File: config.mk
export PLATFORM = sky130hd
export DESIGN_NAME = apb_reg_slave
export DESIGN_NICKNAME = d
export VERILOG_FILES = /design/src/rtl/apb_reg_slave.sv
export SDC_FILE = /design/constraint.sdc
export NUM_CORES = 1
export LEC_CHECK = 0
export BUFFER_PORTS_ARGS = -buffer_cell sky130_fd_sc_hd__clkbuf_2
export CAP_MARGIN = 20
export CORE_MARGIN = 4
export CORE_UTILIZATION = 25
export CTS_BUF_LIST = sky130_fd_sc_hd__clkbuf_2
export DETAILED_ROUTE_END_ITERATION = 6
export PLACE_DENSITY_LB_ADDON = 0.05
export SYNTH_ARGS = -nofsm -noshare
export SYNTH_HDL_FRONTEND = slang
export SYNTH_SLANG_ARGS = --single-unit
File: constraint.sdc
create_clock -name PCLK -period 3.75 [get_ports PCLK]
set_input_delay 0.75 -clock PCLK [delete_from_list [all_inputs] [get_ports PCLK]]
set_output_delay 0.75 -clock PCLK [all_outputs]
set_load 0.01 [all_outputs]
File: src/rtl/apb_reg_slave.sv
// APB4 completer exposing NUM_REGS read/write registers with wait states, byte strobes and decode errors.
// Optional APB_REG_LOCK_EN: the top register's bit0 write-protects all other registers.
module apb_reg_slave #(
  parameter int                        APB_ADDR_WIDTH = 16,
  parameter int                        APB_DATA_WIDTH = 32,
  parameter int                        NUM_REGS       = 16,
  parameter int                        WAIT_STATES    = 0,
  parameter logic [APB_DATA_WIDTH-1:0] RESET_VALUE    = '0
) (
  input  logic                               PCLK,
  input  logic                               PRESETn,
  input  logic [APB_ADDR_WIDTH-1:0]          PADDR,
  input  logic                               PWRITE,
  input  logic [APB_DATA_WIDTH-1:0]          PWDATA,
  input  logic [APB_DATA_WIDTH/8-1:0]        PSTRB,
  input  logic                               PSEL,
  input  logic                               PENABLE,
  output logic                               PREADY,
  output logic [APB_DATA_WIDTH-1:0]          PRDATA,
  output logic                               PSLVERR,
  output logic [NUM_REGS*APB_DATA_WIDTH-1:0] reg_q,
  output logic [NUM_REGS-1:0]                reg_wr
);
  localparam int BW   = APB_DATA_WIDTH / 8;
  localparam int OFFW = $clog2(BW);
  localparam int IW   = (NUM_REGS > 1) ? $clog2(NUM_REGS) : 1;
  localparam logic [APB_ADDR_WIDTH-1:0] ADDR_MASK = APB_ADDR_WIDTH'(BW - 1);
  localparam logic [APB_ADDR_WIDTH:0]   NR_L      = (APB_ADDR_WIDTH + 1)'(NUM_REGS);
  localparam logic [3:0]                WS        = 4'(WAIT_STATES);

  typedef enum logic {IDLE, ACCESS} state_e;

  state_e                                   state_q, state_d;
  logic [3:0]                               cnt_q, cnt_d;
  logic [NUM_REGS-1:0][APB_DATA_WIDTH-1:0]  regs_q, regs_d;
  logic [NUM_REGS-1:0]                      reg_wr_q, reg_wr_d;

  logic [APB_ADDR_WIDTH-1:0] idx_full;
  logic [IW-1:0]             idx;
  logic                      misalign, range_err, lock_err, err, wr_en, rd_en;

  assign idx_full  = PADDR >> OFFW;
  assign idx       = idx_full[IW-1:0];
  assign misalign  = |(PADDR & ADDR_MASK);
  assign range_err = {1'b0, idx_full} >= NR_L;

`ifdef APB_REG_LOCK_EN
  localparam logic [IW-1:0] LOCK_IDX = IW'(NUM_REGS - 1);
  // Lock register itself stays writable so software can always unlock.
  assign lock_err = PWRITE && regs_q[NUM_REGS-1][0] && (idx != LOCK_IDX);
`else
  assign lock_err = 1'b0;
`endif

  assign err     = misalign | range_err | lock_err;
  assign PREADY  = (state_q == ACCESS) && PSEL && PENABLE && (cnt_q == WS);
  assign PSLVERR = PREADY && err;
  assign wr_en   = PREADY && PWRITE && !err;
  assign rd_en   = PREADY && !PWRITE && !err;
  assign PRDATA  = rd_en ? regs_q[idx] : '0;
  assign reg_q   = regs_q;
  assign reg_wr  = reg_wr_q;

  always_comb begin
    state_d = state_q;
    cnt_d   = cnt_q;
    unique case (state_q)
      IDLE: begin
        if (PSEL && !PENABLE) begin
          state_d = ACCESS;
          cnt_d   = '0;
        end
      end
      ACCESS: begin
        if (!PSEL || PREADY) state_d = IDLE;  // PSEL drop before PREADY aborts
        else if (PENABLE && (cnt_q < WS)) cnt_d = cnt_q + 4'd1;
      end
      default: state_d = IDLE;
    endcase
  end

  always_comb begin
    regs_d   = regs_q;
    reg_wr_d = '0;
    if (wr_en) begin
      reg_wr_d[idx] = 1'b1;
      for (int b = 0; b < BW; b++)
        if (PSTRB[b]) regs_d[idx][b*8 +: 8] = PWDATA[b*8 +: 8];
    end
  end

  always_ff @(posedge PCLK or negedge PRESETn) begin
    if (!PRESETn) begin
      state_q  <= IDLE;
      cnt_q    <= '0;
      reg_wr_q <= '0;
      for (int i = 0; i < NUM_REGS; i++) regs_q[i] <= RESET_VALUE;
    end else begin
      state_q  <= state_d;
      cnt_q    <= cnt_d;
      reg_wr_q <= reg_wr_d;
      regs_q   <= regs_d;
    end
  end
endmodule

==> impl_results.md <==
* P&R area growth vs syn at 34.3%
* DIE AREA at roughly 100000 um2
* Max-cap violation count at 0
* Wire per inst at 27.4 um
* Clock tree sinks at 529
* Post-Syn Instances at around 1500
* Post-Synthesis Cell Area at between 20000 and 25000 um2
* Fin cells at 3750
* Worst hold path class: primary input to flop
* Routed length on met1 at 41700 um
* WL final at 103000 um
* Yosys warning total at 0
* Aggregate global routing overflow at 0
* Worst setup EP type: primary output
* Critical path launch point type: primary input
* Placer Congestion at 0.773
* Skew final at 0.107 ns
* Worst-case clock buffer depth at 3
* Part of the power in registers at 52.5%
* Clk root buf: clkbuf_2
* Mean Syn Cell Area at 16.6 um2
* Max frequency at 272 MHz
* Final Max Tran Viols at 0
* Rows at 114
* Fin. Hold Viols at 0
* Fillers at 9715
* Vias in the first global route at 19224
* H-tree depth at 4
* Initial drt markers at 757
* Post-synth EDFFs at 0
* Data arrival, critical path at around 2.9 ns
* Final min period at 3.68 ns
* Top-level I/O count at 619
* PortBufs at 618
* Initial Utilization at 25.3%
* Met3 wire length at 7110 um
* Die Y at 322 um
* Int Power at 7.81 mW
* Core footprint at 97300 um2
* Commonest non-fill, non-tap cell in the layout: clkbuf_2
* Worst Tran Pin Value at approximately 0.94 ns
* Worst Path Max Fanout at 23
* Most frequent cells in the layout: clkbuf_2 (803), dfrtp_1 (528), mux2_2 (464)
* Max VDD drop at about 0.22 mV
* RSZ-0062 raised after global routing: yes
* Slew HR at 37.5%
* Crit share post-route at 98.0%
* Worst-Skew Late Latency at 1.35 ns
* Top Layer Used: met4
* Static leakage at 17.1 nW
* TNS Setup at 0 ns
* Synth cell types at 28
* DR vias/cell at 4.69
* Clock network fraction of total power at a little over two fifths
* Slowest cell on crit path: dlygate4sd3_1
* Synthesized Nets at between 1500 and 2000
* Crit path largest cell delay at 0.54 ns
* P_sw at 3.05 mW
* Antenna violations before repair at 5
* Share of post-route cells with drive strength above 1 at 71.6%
* Total power draw at around 11 mW
* Switch share at 28.1%
* Remaining DRCs at 0
* First-pass GRT wire length at 145000 um
* Comb pwr share at 5.8%
* DIE WIDTH at 322 um
* Cts bufs inserted at ~150
* CTS tree: done
* Status: completed
* Final nets at 2415
* Final setup vio count at 0
* Final HPWL DP at 71800 um
* WP data required at 3.00 ns
* DR WL met2 at 50900 um
* Critical Path, Cell by Cell: dlygate4sd3_1 > buf_6 > buf_16 > buf_4 > mux4_2 > mux2i_1 > o22ai_4 > buf_2
* CTS clk-pin slew, worst paths at 0.11 ns
* Largest net degree at the start of global routing at 79
* Total GRT Usage at 19.4%
* Synth Flop Type: dfrtp_1
* Inst Count DP at 3410
* Post-synthesis register bit count at 529
* Vias post-DR at 17575
* Register area share after synthesis at 53.7%
* Asr flop ratio synth at 100%
* Antenna Nets Post-Route at 0
* DRT Pass-1 Iters at 5
* WS Path Type: primary input to primary output
* PwrDens at 328 nW/um2
## power groups by stage
stage	clock network (mW)	registers [mW]	logic (mW)
finish	4.53	5.70	0.633
global route	5.14	5.70	0.694
CTS	4.83	5.70	0.645
detailed placement	0	5.81	0.589
global placement	0	5.81	0.588
floorplan	0	5.81	0.236
## worst paths after layout
path / end / from / slack (ns) / cells past startpoint
min in group asynchronous: reg_q[220] / PRESETn / 0.74 / 4
max in group asynchronous: reg_q[144] / PRESETn / 2.46 / 4
setup / recovery: PRDATA[22] / PADDR[3] / 0.07 / 8
hold reg to reg: reg_q[332] / reg_q[332] / 0.53 / 1
setup reg to reg: reg_wr[0] / state_q / 0.82 / 8
hold / removal: reg_q[64] / PSTRB[0] / 0.32 / 5
## cell type report
cell class | count | area (um2) | share of cell area (%)
antenna | 8 | 20.0 | 0.0605
clock buffer | 220 | 1100 | 3.33
clock inverter | 44 | 315 | 0.953
inverter | 1 | 3.75 | 0.0113
multi-input combinational | 861 | 11600 | 34.9
sequential | 529 | 13200 | 40.0
tap | 1276 | 1600 | 4.82
timing repair buffer | 811 | 5260 | 15.9
## flip-flops by register name, indices dropped and copies added (netlist names)
name / cells
reg_q: 512
reg_wr: 16
state_q: 1
## Yosys cell counts, drive strengths merged, types with 2 or more instances
cell type / count / area, um2
buf: 26 / 174
clkbuf: 65 / 244
dfrtp: 529 / 13200
mux2: 512 / 5950
mux2i: 64 / 641
mux4: 128 / 2880
nand2: 15 / 56.3
nand2b: 4 / 25.0
nand3: 6 / 30.0
nand3b: 2 / 15.0
nand4: 2 / 12.5
nor2: 16 / 60.1
nor2b: 3 / 18.8
nor3: 68 / 1040
nor4: 2 / 12.5
o22ai: 32 / 200
or4: 4 / 33.8
## cell families (layout without fill, tap and decap cells)
group / count (synthesis) / after routing / share of synthesized area [%]
flip-flops: 529 / 529 / 53.7
AND/OR/NAND/NOR: 124 / 124 / 5.34
buffers and inverters: 92 / 1076 / 1.71
AO/OA/AOI/OAI: 33 / 33 / 0.832
multiplexers: 704 / 704 / 38.4
other: 0 / 8 / 0
## worst max-delay path, delay by kind of cell
kind / cells / cell delay, ns
compound gates: 1 / 0.11
buf+inv: 5 / 1.46
mux: 2 / 0.57
## routing by layer
metal  up-vias  global-route usage (%)
met1      9306                    23.5
met4         0                    6.17
li1       7486                       -
met3       167                    6.34
met5         -                       0
met2       616                    33.0
## stage by stage
step           area (um2)  utilization [%]  worst slack [ns]  hold WS, ns
3_5_place_dp        30200             31.1             0.457        0.518
2_1_floorplan       24600                -             0.313        0.454
3_3_place_gp        30200             31.1             0.455        0.510
4_1_cts             32800             33.7            -0.133       0.0350
6_report            33100             34.0            0.0741        0.316
5_1_grt             33100             34.0            -0.147        0.100
## repair_timing
| action | CTS | global route |
|---|---|---|
| setup endpoints to repair | 32 | 32 |
| resized for setup | 79 | 76 |
| buffers inserted | 8 | 2 |
| endpoints found under the hold margin | 1055 | 0 |
| pin swaps | 11 | 18 |
| gates cloned | 1 | 2 |
| hold buffers | 55 | 0 |
(Power assumes the default switching activity.)
